--- config.mk ---
export PLATFORM = sky130hd
export DESIGN_NAME = uart_bus_master
export DESIGN_NICKNAME = d
export VERILOG_FILES = /design/src/rtl/uart_bus_master.sv
export SDC_FILE = /design/constraint.sdc
export NUM_CORES = 1
export LEC_CHECK = 0
export CORE_ASPECT_RATIO = 1.1
export CORE_UTILIZATION = 50
export CTS_CLUSTER_SIZE = 16
export DETAILED_ROUTE_END_ITERATION = 10
export MAX_ROUTING_LAYER = met4
export PLACE_DENSITY = 0.82
export REMOVE_ABC_BUFFERS = 1
export SLEW_MARGIN = 20
export SYNTH_ARGS = -nofsm -noshare
export SYNTH_HDL_FRONTEND = slang
export SYNTH_SLANG_ARGS = --single-unit
--- constraint.sdc ---
create_clock -name clk -period 6.71 [get_ports clk]
set_clock_uncertainty 0.15 [all_clocks]
set_input_delay 1.342 -clock clk [delete_from_list [all_inputs] [get_ports clk]]
set_output_delay 1.342 -clock clk [all_outputs]
set_load 0.05 [all_outputs]
--- src/rtl/uart_bus_master.sv ---
// UART command frames ('W' addr data / 'R' addr) become single-cycle bus writes/reads with a serial reply.
// Strobe one cycle after the last frame byte; reply bytes paced by uart_tx_busy; rx bytes dropped while replying.
module uart_tool_rx #(
   parameter int CLOCK_FREQ = 25000000,
   parameter int BIT_RATE   = 9600
) (
   input  logic       clk,
   input  logic       resetn,
   input  logic       uart_rxd,
   output logic       uart_rx_valid,
   output logic       uart_rx_break,
   output logic [7:0] uart_rx_data
);
   localparam int CPB = CLOCK_FREQ / BIT_RATE;
   localparam int CW  = $clog2(CPB + 1);

   logic [1:0]    sync;
   logic          active;
   logic [CW-1:0] cnt;
   logic [3:0]    bit_idx;

   always_ff @(posedge clk) begin
      if (!resetn) begin
         sync          <= 2'b11;
         active        <= 1'b0;
         cnt           <= '0;
         bit_idx       <= '0;
         uart_rx_valid <= 1'b0;
         uart_rx_break <= 1'b0;
         uart_rx_data  <= '0;
      end else begin
         sync          <= {sync[0], uart_rxd};
         uart_rx_valid <= 1'b0;
         uart_rx_break <= 1'b0;
         if (!active) begin
            if (!sync[1]) begin
               active  <= 1'b1;
               cnt     <= CW'(CPB / 2 - 1);
               bit_idx <= '0;
            end
         end else if (cnt != '0) begin
            cnt <= cnt - CW'(1);
         end else begin
            cnt     <= CW'(CPB - 1);
            bit_idx <= bit_idx + 4'd1;
            if (bit_idx == 4'd0) begin
               // a start bit that is high again at mid-bit was a glitch
               if (sync[1]) active <= 1'b0;
            end else if (bit_idx <= 4'd8) begin
               uart_rx_data <= {sync[1], uart_rx_data[7:1]};
            end else begin
               active <= 1'b0;
               if (sync[1])
                  uart_rx_valid <= 1'b1;
               else if (uart_rx_data == 8'h00)
                  uart_rx_break <= 1'b1;
            end
         end
      end
   end
endmodule

// 8N1 serialiser; busy from the cycle after uart_tx_en until the stop bit completes.
module uart_tool_tx #(
   parameter int CLOCK_FREQ = 25000000,
   parameter int BIT_RATE   = 9600
) (
   input  logic       clk,
   input  logic       resetn,
   input  logic       uart_tx_en,
   input  logic [7:0] uart_tx_data,
   output logic       uart_txd,
   output logic       uart_tx_busy
);
   localparam int CPB = CLOCK_FREQ / BIT_RATE;
   localparam int CW  = $clog2(CPB + 1);

   logic [9:0]    sh;
   logic [3:0]    bits_left;
   logic [CW-1:0] cnt;

   assign uart_txd     = sh[0];
   assign uart_tx_busy = (bits_left != 4'd0);

   always_ff @(posedge clk) begin
      if (!resetn) begin
         sh        <= '1;
         bits_left <= '0;
         cnt       <= '0;
      end else if (bits_left == 4'd0) begin
         if (uart_tx_en) begin
            sh        <= {1'b1, uart_tx_data, 1'b0};
            bits_left <= 4'd10;
            cnt       <= CW'(CPB - 1);
         end
      end else if (cnt != '0) begin
         cnt <= cnt - CW'(1);
      end else begin
         sh        <= {1'b1, sh[9:1]};
         bits_left <= bits_left - 4'd1;
         cnt       <= CW'(CPB - 1);
      end
   end
endmodule

module uart_bus_master #(
   parameter int CLOCK_FREQ     = 25000000,
   parameter int BIT_RATE       = 9600,
   parameter int TIMEOUT_CYCLES = 2500000
) (
   input  logic        clk,
   input  logic        reset,
   input  logic        rx,
   output logic        tx,
   output logic        read,
   output logic        write,
   output logic [31:0] address,
   output logic [31:0] write_data,
   input  logic [31:0] read_data,
   output logic        busy
);
   localparam int TW = $clog2(TIMEOUT_CYCLES + 1);

   typedef enum logic [2:0] {IDLE, ADDR, DATA, BUS_WRITE, BUS_READ, RESP, RESP_WAIT} state_t;

   state_t        state, state_nxt;
   logic          rx_valid, rx_break;
   logic [7:0]    rx_data;
   logic          tx_busy, tx_en;
   logic          is_write;
   logic [1:0]    byte_cnt;
   logic [TW-1:0] timeout_cnt;
   logic          timed_out;
   logic [31:0]   resp_sr;
   logic [2:0]    resp_cnt;

   uart_tool_rx #(.CLOCK_FREQ(CLOCK_FREQ), .BIT_RATE(BIT_RATE)) u_rx (
      .clk(clk), .resetn(~reset), .uart_rxd(rx),
      .uart_rx_valid(rx_valid), .uart_rx_break(rx_break), .uart_rx_data(rx_data)
   );

   uart_tool_tx #(.CLOCK_FREQ(CLOCK_FREQ), .BIT_RATE(BIT_RATE)) u_tx (
      .clk(clk), .resetn(~reset), .uart_tx_en(tx_en), .uart_tx_data(resp_sr[31:24]),
      .uart_txd(tx), .uart_tx_busy(tx_busy)
   );

   assign timed_out = (timeout_cnt == TW'(TIMEOUT_CYCLES));
   assign busy      = (state != IDLE);

   always_comb begin
      state_nxt = state;
      read      = 1'b0;
      write     = 1'b0;
      tx_en     = 1'b0;
      case (state)
         IDLE:
            if (rx_valid)
               state_nxt = (rx_data == 8'h57 || rx_data == 8'h52) ? ADDR : RESP;
         ADDR:
            if (rx_break || timed_out)
               state_nxt = IDLE;
            else if (rx_valid && byte_cnt == 2'd3)
               state_nxt = is_write ? DATA : BUS_READ;
         DATA:
            if (rx_break || timed_out)
               state_nxt = IDLE;
            else if (rx_valid && byte_cnt == 2'd3)
               state_nxt = BUS_WRITE;
         BUS_WRITE: begin
            write     = 1'b1;
            state_nxt = RESP;
         end
         BUS_READ: begin
            read      = 1'b1;
            state_nxt = RESP;
         end
         RESP:
            if (!tx_busy) begin
               tx_en     = 1'b1;
               state_nxt = RESP_WAIT;
            end
         RESP_WAIT:
            if (byte_cnt == 2'd1)
               state_nxt = (resp_cnt == 3'd1) ? IDLE : RESP;
         default: state_nxt = IDLE;
      endcase
   end

   always_ff @(posedge clk) begin
      if (reset) begin
         state       <= IDLE;
         is_write    <= 1'b0;
         byte_cnt    <= '0;
         timeout_cnt <= '0;
         address     <= '0;
         write_data  <= '0;
         resp_sr     <= '0;
         resp_cnt    <= '0;
      end else begin
         state <= state_nxt;

         // byte_cnt doubles as the two-cycle hold counter in RESP_WAIT
         if (state_nxt != state)
            byte_cnt <= '0;
         else if (((state == ADDR || state == DATA) && rx_valid) || state == RESP_WAIT)
            byte_cnt <= byte_cnt + 2'd1;

         if (state_nxt != state || rx_valid || !(state == ADDR || state == DATA))
            timeout_cnt <= '0;
         else if (!timed_out)
            timeout_cnt <= timeout_cnt + TW'(1);

         case (state)
            IDLE:
               if (rx_valid) begin
                  is_write <= (rx_data == 8'h57);
                  resp_sr  <= {8'h3F, 24'h0};
                  resp_cnt <= 3'd1;
               end
            ADDR:
               if (rx_valid && state_nxt != IDLE)
                  address <= {address[23:0], rx_data};
            DATA:
               if (rx_valid && state_nxt != IDLE)
                  write_data <= {write_data[23:0], rx_data};
            BUS_WRITE: begin
               resp_sr  <= {8'h4B, 24'h0};
               resp_cnt <= 3'd1;
            end
            BUS_READ: begin
               resp_sr  <= read_data;
               resp_cnt <= 3'd4;
            end
            RESP_WAIT:
               if (byte_cnt == 2'd1) begin
                  resp_sr  <= {resp_sr[23:0], 8'h00};
                  resp_cnt <= resp_cnt - 3'd1;
               end
            default: ;
         endcase
      end
   end
endmodule

==> results of run 1 <==
[power breakdown]
part / switching, W / internal [W] / leakage (nW)
Clock: 0.000470 / 0.000537 / 0.295
Sequential: 0.0000497 / 0.00113 / 1.46
Combinational: 0.000355 / 0.000238 / 1.84
Total: 0.000875 / 0.00190 / 3.60
[metal layers]
| layer | routed length [um] | part of all wire [%] | GRT usage [%] | vias up |
|---|---|---|---|---|
| li1 | - | - | - | 3392 |
| met4 | 255 | 1.4 | 7.046 | 0 |
| met3 | 819 | 4.5 | 4.505 | 22 |
| met5 | 0 | 0 | - | - |
| met1 | 8129 | 45 | 26.61 | 3164 |
| met2 | 8936 | 49 | 37.45 | 126 |
[cell usage after synthesis, types with 10 or more instances]
cell type / count
a211oi_1: 11
nor2_1: 82
inv_1: 19
a21oi_1: 67
ha_1: 13
nand3_1: 34
nor3_1: 17
clkbuf_1: 35
buf_2: 15
nor2b_1: 10
a31oi_1: 11
mux2i_1: 79
nand2_1: 61
xor2_1: 16
o21ai_0: 28
nand2b_1: 80
a311oi_1: 13
dfxtp_1: 181
mux2_2: 17
[kinds of logic after synthesis]
group	count (synthesis)	synth area share, %
and+or+nand+nor	351	22.48
DFF	181	43.60
AOI/OAI and AO/OA	175	13.60
muxes	96	11.82
buffers and inverters	76	3.914
xor gates and xnor gates	25	2.635
adders and majority gates	13	1.957
[registers in the layout (all words and copies together) (netlist names), 8 cells and up]
name,count
address,32
resp_sr,32
timeout_cnt,22
u_rx.cnt,12
u_rx.uart_rx_data,8
u_tx.cnt,12
u_tx.sh,9
write_data,32
[worst paths after layout]
check	startpoint	end	depth (start not counted)
worst max-delay path	state[2]$_SDFF_PP0_	read	3
worst max register to register	state[1]$_SDFF_PP0_	timeout_cnt[2]$_SDFFE_PP0N_	5
worst min-delay path	u_rx.sync[0]$_SDFF_PP1_	u_rx.sync[1]$_SDFF_PP1_	1
worst min register to register	u_rx.sync[0]$_SDFF_PP1_	u_rx.sync[1]$_SDFF_PP1_	1
[cell type report]
| type | count | area share [%] |
|---|---|---|
| Clock inverter | 14 | 1.836 |
| Multi-Input combinational cell | 660 | 43.72 |
| Tap cell | 204 | 2.547 |
| Timing Repair Buffer | 109 | 10.69 |
| Sequential cell | 181 | 36.18 |
| Clock buffer | 18 | 4.283 |
| Inverter | 20 | 0.7493 |
[worst max-delay path, stage by stage, from the launching register on]
cell	delay (ns)
dfxtp_1	0.70
nand2b_1	0.27
nor2_1	0.60
clkdlybuf4s50_1	0.93
[through the flow]
stage          instance area [um2]  utilization [%]  std cells  setup slack (ns)  hold WS [ns]
2_1_floorplan                 8060                -        861             2.760        0.2395
3_3_place_gp                  9407            57.68       1174             2.792        0.2414
3_5_place_dp                  9407            57.68       1174             2.736        0.2547
4_1_cts                      10020            61.44       1206             2.263        0.2712
5_1_grt                      10020            61.44       1206             2.051        0.3055
6_report                     10020            61.44       1206             2.292        0.2778
==> results.tsv, run 1 <==
metric	value	unit
syn_area_per_cell	9.063	um2
synth_top_cells_by_area	dfxtp_1 (44%), mux2i_1 (9.5%), nand2b_1 (6.0%)	
power	0.002775	W
required	5.22	ns
synth_largest_area_cell	dfxtp_1	
synthFlopType	dfxtp_1	
first_global_vias	6297	
htreeDepth	4	
final_nets	1037	
track_usage	22.11	%
slew_headroom	27.06	%
most-common-layout-cells	dfxtp_1 (180), clkdlybuf4s50_1 (101), nor2_1 (82)	
hpwl	12160	um
dr.first_iter.drc_count	319	
finalWirelength	18140	um
nFillCells	1394	
cp.arrival	2.93	ns
numPortBuffers	102	
antenna_found_initial	0	
die_area	0.01714	mm2
cts_root_buf	clkbuf_16	
io_pins	103	
cts_setup_buffers	0	
areaGrowthSynthToFinish	20.57	%
syn_area	0.008310	mm2
yosys_warnings	0	
netlist_instances	917	
vias	6704	
gp_congestion	0.8508	
seq_area_frac_synth	43.60	%
cap_violations	0	
fin_crit_sh	65.84	%
leakagePower	3.598	nW
final_common_cell	dfxtp_1	
hold_viol	0	
core-area	0.01631	mm2
clock_sinks	181	
routed_via_density	5.559	
rsz0062_at_grt	false	
ys_types	74	
overflow	0	
regArea	0.003625	mm2
status	finished with violations	
cts_made_buffers	17	
grt_max_degree	83	
ir_worst_vdd	0.1919	mV
ant_nets	0	
multi_input_area	0.004380	mm2
die_x	124.9	um
drcViolationCount	12	
critPathCaptureType	output pin	
worst_slew_pin_slew	1.093	ns
setup_viol	0	
n_antenna_cell	0	
wl_per_cell	15.04	um
yosys_register_bits	181	
power_density	277.0	mW/mm2
initial_utilization	50.96	%
critPathKind	register to output pin	
hold_buffers	0	
finalMaxSlewViolations	0	
fp-row-count	49	
clockBufferDepth	2	
async_flop_share	0	%
final.setup.tns	0	ns
drive_gt1_share	8.583	%
min_path_type	register to register	
violations	design-rule violations	
die_h	137.2	um
cts-resized-gates	0	
fmax	226.4	MHz
clkSlewWorstSetupHoldPaths	0.07	ns
drt_pass1_iterations	7	
reg2reg_slack	3.42	ns
start_kind	register	
grt_pass1_wl	29980	um
cts_tree	built	
clk_latency	0.44	ns
min_period	4.418	ns
synth_edf_count	0	
synth_top_area_share	43.60	%
worstPathMaxFanout	22	
Power figures use the tool's default switching activity.
==> run 2, diff against run 1 <==
clock period = 4.2 ns   (was 6.71 ns; I/O delays follow)
==> run 2 against run 1 <==
Compared with the run above:
- the run still ends with design-rule violations left
- critical path depth grew 1
- flip-flop and latch count is the same
- final cell count grew 0.33%
- global-route usage grew 0.29 points
- clock power grew 56%
- routed wire length grew 1.4%
- via count is essentially flat
- sequential power grew 59%
- total power grew 59%
- utilization is essentially flat
- hold slack gained 0.0027 ns
- clock-buffer cell count is the same
- largest power group unchanged
==> results.tsv, run 2 (synthesized netlist as in run 1, its figures left out) <==
metric	value	unit
min_from	u_rx.sync[0]$_SDFF_PP1_	
n_antenna_cell	0	
grt_pass1_wl	30540	um
min_path_type	register to register	
leakagePower	3.616	nW
finalWirelength	18390	um
grt_max_degree	71	
finalMaxSlewViolations	0	
min_period	3.507	ns
final_cells	1210	
areaGrowthSynthToFinish	20.66	%
io_pins	103	
dp.cells	1178	
fin_ws	0.6929	ns
fin_crit_sh	83.50	%
routed_via_density	5.541	
cts_tree	built	
cts-resized-gates	0	
wl_per_cell	15.20	um
timing.rr.start	state[2]$_SDFF_PP0_	
setup_viol	0	
cp.arrival	2.52	ns
cap_violations	0	
numPortBuffers	102	
final.setup.tns	0	ns
drive_gt1_share	9.046	%
holdWs	0.2805	ns
hold_viol	0	
drcViolationCount	14	
critPathCaptureType	output pin	
worst_slew_pin_slew	1.034	ns
reg.largest.list	address x32, resp_sr x32, write_data x32	
hpwl	12280	um
required	3.21	ns
initial_utilization	50.96	%
status	finished with violations	
critPathKind	register to output pin	
die_x	124.9	um
first_global_vias	6356	
clock_sinks	181	
cts_root_buf	clkbuf_16	
htreeDepth	4	
dr.first_iter.drc_count	388	
clockBufferDepth	2	
overflow	0	
final_common_cell	dfxtp_1	
fp-row-count	49	
slew_headroom	30.96	%
ir_worst_vdd	0.2878	mV
core-area	0.01631	mm2
cts_made_buffers	17	
place_area	0.009437	mm2
critPathLaunch	state[0]$_SDFF_PP0_	
die_h	137.2	um
track_usage	22.41	%
gp_congestion	0.8637	
violations	design-rule violations	
die_area	0.01714	mm2
fin_area	0.01003	mm2
cts_setup_buffers	0	
ant_nets	0	
start_kind	register	
final_nets	1041	
drt_pass1_iterations	8	
clk_latency	0.44	ns
vias	6705	
pre_cts_slack	1.179	ns
clkSlewWorstSetupHoldPaths	0.08	ns
antenna_found_initial	0	
fmax	285.1	MHz
most-common-layout-cells	dfxtp_1 (180), clkdlybuf4s50_1 (101), nor2_1 (82)	
power_density	439.2	mW/mm2
worstPathMaxFanout	19	
rsz0062_at_grt	false	
hold_buffers	0	
[run 2: final timing paths]
path / depth (start not counted) / slack (ns) / endpoint
worst min-delay path: 1 / 0.28 / u_rx.sync[1]$_SDFF_PP1_
worst min register to register: 1 / 0.28 / u_rx.sync[1]$_SDFF_PP1_
worst max-delay path: 4 / 0.69 / write
worst max register to register: 5 / 1.21 / timeout_cnt[2]$_SDFFE_PP0N_
[run 2: area by class of cell]
class	instances	area, um2
Clock inverter	14	151.4
Multi-Input combinational cell	660	4380
Inverter	20	75.07
Tap cell	204	255.2
Timing Repair Buffer	113	1101
Clock buffer	18	439.2
Fill cell	1368	6281
Sequential cell	181	3625
[run 2: per-layer routing]
metal,vias to the layer above,part of all wire (%),GRT usage (%)
met1,3146,47,28.17
met3,29,4.0,4.272
li1,3396,-,-
met4,0,1.8,7.791
met2,134,47,36.36
met5,-,0,-
[run 2: through the flow]
stage	util, %	power (W)
final	61.49	0.004404
after global routing	61.49	0.004615
after CTS	61.49	0.004423
after detailed placement	57.86	0.002857
after global placement	57.86	0.002833
after floorplan	-	0.002590
[run 2: critical path, stage by stage (launching register included)]
cell and delay [ns]:
dfxtp_1 0.68, nor2b_1 0.28, nand2_1 0.12, inv_1 0.16, clkdlybuf4s50_1 0.84
[run 2: where the power goes]
group / internal [W] / switching, W / total [W]
Combinational: 0.000380 / 0.000570 / 0.000950
Sequential: 0.00180 / 0.0000789 / 0.00188
Clock: 0.000813 / 0.000764 / 0.00158
==> run 3, diff against run 2 <==
clock period = 3.6 ns   (was 4.2 ns; I/O delays follow)
==> run 3 against run 2 <==
Compared with the run above:
- the flow still finishes with violations (design-rule violations)
- utilization is 0.58 points higher
- largest cell class unchanged
- flip-flop and latch count stayed put
- hold slack worse by 0.0090 ns
- highest routed layer unchanged
==> results.tsv, run 3 (synthesized netlist as in run 1, its figures left out) <==
metric	value	unit
status	finished with violations	
violations	design-rule violations	
r2r_cells	7	
cts_made_buffers	17	
final_core_util	62.07	%
die_h	137.2	um
n_antenna_cell	0	
cp-endpoint	write	
initial_utilization	50.96	%
first_global_vias	6425	
timing.rr.start	u_tx.bits_left[1]$_SDFFE_PP0P_	
core-area	0.01631	mm2
cts_root_buf	clkbuf_16	
rsz0062_at_grt	false	
clkSlewWorstSetupHoldPaths	0.07	ns
final_cells	1217	
nFillCells	1317	
min_path_type	register to register	
htreeDepth	4	
cts-resized-gates	0	
critical_path_depth	4	
ant_nets	0	
path_buf_inv	2	
die_area	0.01714	mm2
clk_latency	0.44	ns
track_usage	22.63	%
clockBufferDepth	2	
dp.cells	1185	
antenna_found_initial	0	
cp.arrival	2.49	ns
slew_headroom	43.40	%
drive_gt1_share	9.674	%
grt_pass1_wl	30370	um
cp_slowest_stage_delay	0.83	ns
regArea	0.003625	mm2
hold_buffers	0	
dr.first_iter.drc_count	431	
fin_ws	0.2371	ns
multi_input_area	0.004380	mm2
leakagePower	3.657	nW
timing.rr.end	byte_cnt[1]$_SDFFE_PP0P_	
overflow	0	
final_nets	1048	
crit_slowest_cell	clkdlybuf4s50_1	
io_pins	103	
power	0.005283	W
finalWirelength	18600	um
worst_slew_pin_slew	0.8490	ns
wl_per_cell	15.29	um
cap_violations	0	
cts_tree	built	
gp_congestion	0.9107	
fp-row-count	49	
vias	6849	
required	2.73	ns
pre_cts_slack	0.7520	ns
worstPathMaxFanout	19	
grt_max_degree	93	
min_period	3.363	ns
clock_sinks	181	
critPathCaptureType	output pin	
critPathKind	register to output pin	
fin_crit_sh	93.42	%
drcViolationCount	12	
routed_via_density	5.628	
areaGrowthSynthToFinish	21.80	%
critPathLaunch	state[0]$_SDFF_PP0_	
hpwl	12350	um
hold_viol	0	
power_density	521.9	mW/mm2
reg2reg_slack	0.95	ns
final_common_cell	dfxtp_1	
finalMaxSlewViolations	0	
drt_pass1_iterations	9	
cts_setup_buffers	0	
ir_worst_vdd	0.3530	mV
path_cells	nor2b_1 -> nand2_1 -> inv_1 -> clkdlybuf4s50_1	
die_x	124.9	um
reg.largest.list	address x32, resp_sr x32, write_data x32	
setup_viol	0	
most-common-layout-cells	dfxtp_1 (180), clkdlybuf4s50_1 (101), nor2_1 (82)	
start_kind	register	
fmax	297.4	MHz
numPortBuffers	102	
cp_top_family	buffers and inverters	
==> run 3: layout make-up <==
cell class                      instances  share of cell area (%)
Clock buffer                           17                   4.203
Clock inverter                         15                   2.052
Inverter                               20                  0.7417
Multi-Input combinational cell        660                   43.28
Sequential cell                       181                   35.81
Tap cell                              204                   2.522
Timing Repair Buffer                  120                   11.40
==> run 3: metal layers <==
metal | routed length [um] | track usage, %
met1 | 8141 | 25.72
met4 | 348 | 8.537
met5 | 0 | -
met3 | 855 | 5.165
met2 | 9259 | 39.23
==> run 3: power by group <==
| group | internal (W) | total [W] | switching [W] |
|---|---|---|---|
| sequential | 0.00210 | 0.00219 | 0.0000913 |
| combinational | 0.000479 | 0.00117 | 0.000687 |
| clock | 0.00101 | 0.00193 | 0.000915 |
| total | 0.00359 | 0.00528 | 0.00169 |
==> run 3: how the worst min path moves through the flow <==
stage | from | endpoint | slack, ns | cells past startpoint
finish | u_rx.sync[0]$_SDFF_PP1_ | u_rx.sync[1]$_SDFF_PP1_ | 0.27 | 1
global route | u_rx.sync[0]$_SDFF_PP1_ | u_rx.sync[1]$_SDFF_PP1_ | 0.30 | 1
CTS | u_rx.sync[0]$_SDFF_PP1_ | u_rx.sync[1]$_SDFF_PP1_ | 0.27 | 1
detailed placement | u_rx.sync[0]$_SDFF_PP1_ | u_rx.sync[1]$_SDFF_PP1_ | 0.25 | 1
global placement | u_rx.sync[0]$_SDFF_PP1_ | u_rx.sync[1]$_SDFF_PP1_ | 0.24 | 1
floorplan | u_rx.sync[0]$_SDFF_PP1_ | u_rx.sync[1]$_SDFF_PP1_ | 0.24 | 1
==> run 3: stage by stage <==
step	TNS (ns)	hold WS (ns)	area, um2
global placement	0	0.2412	9489
floorplan	-8.059	0.2395	8060
global route	0	0.2994	10120
CTS	0	0.2749	10120
finish	0	0.2716	10120
detailed placement	0	0.2486	9489
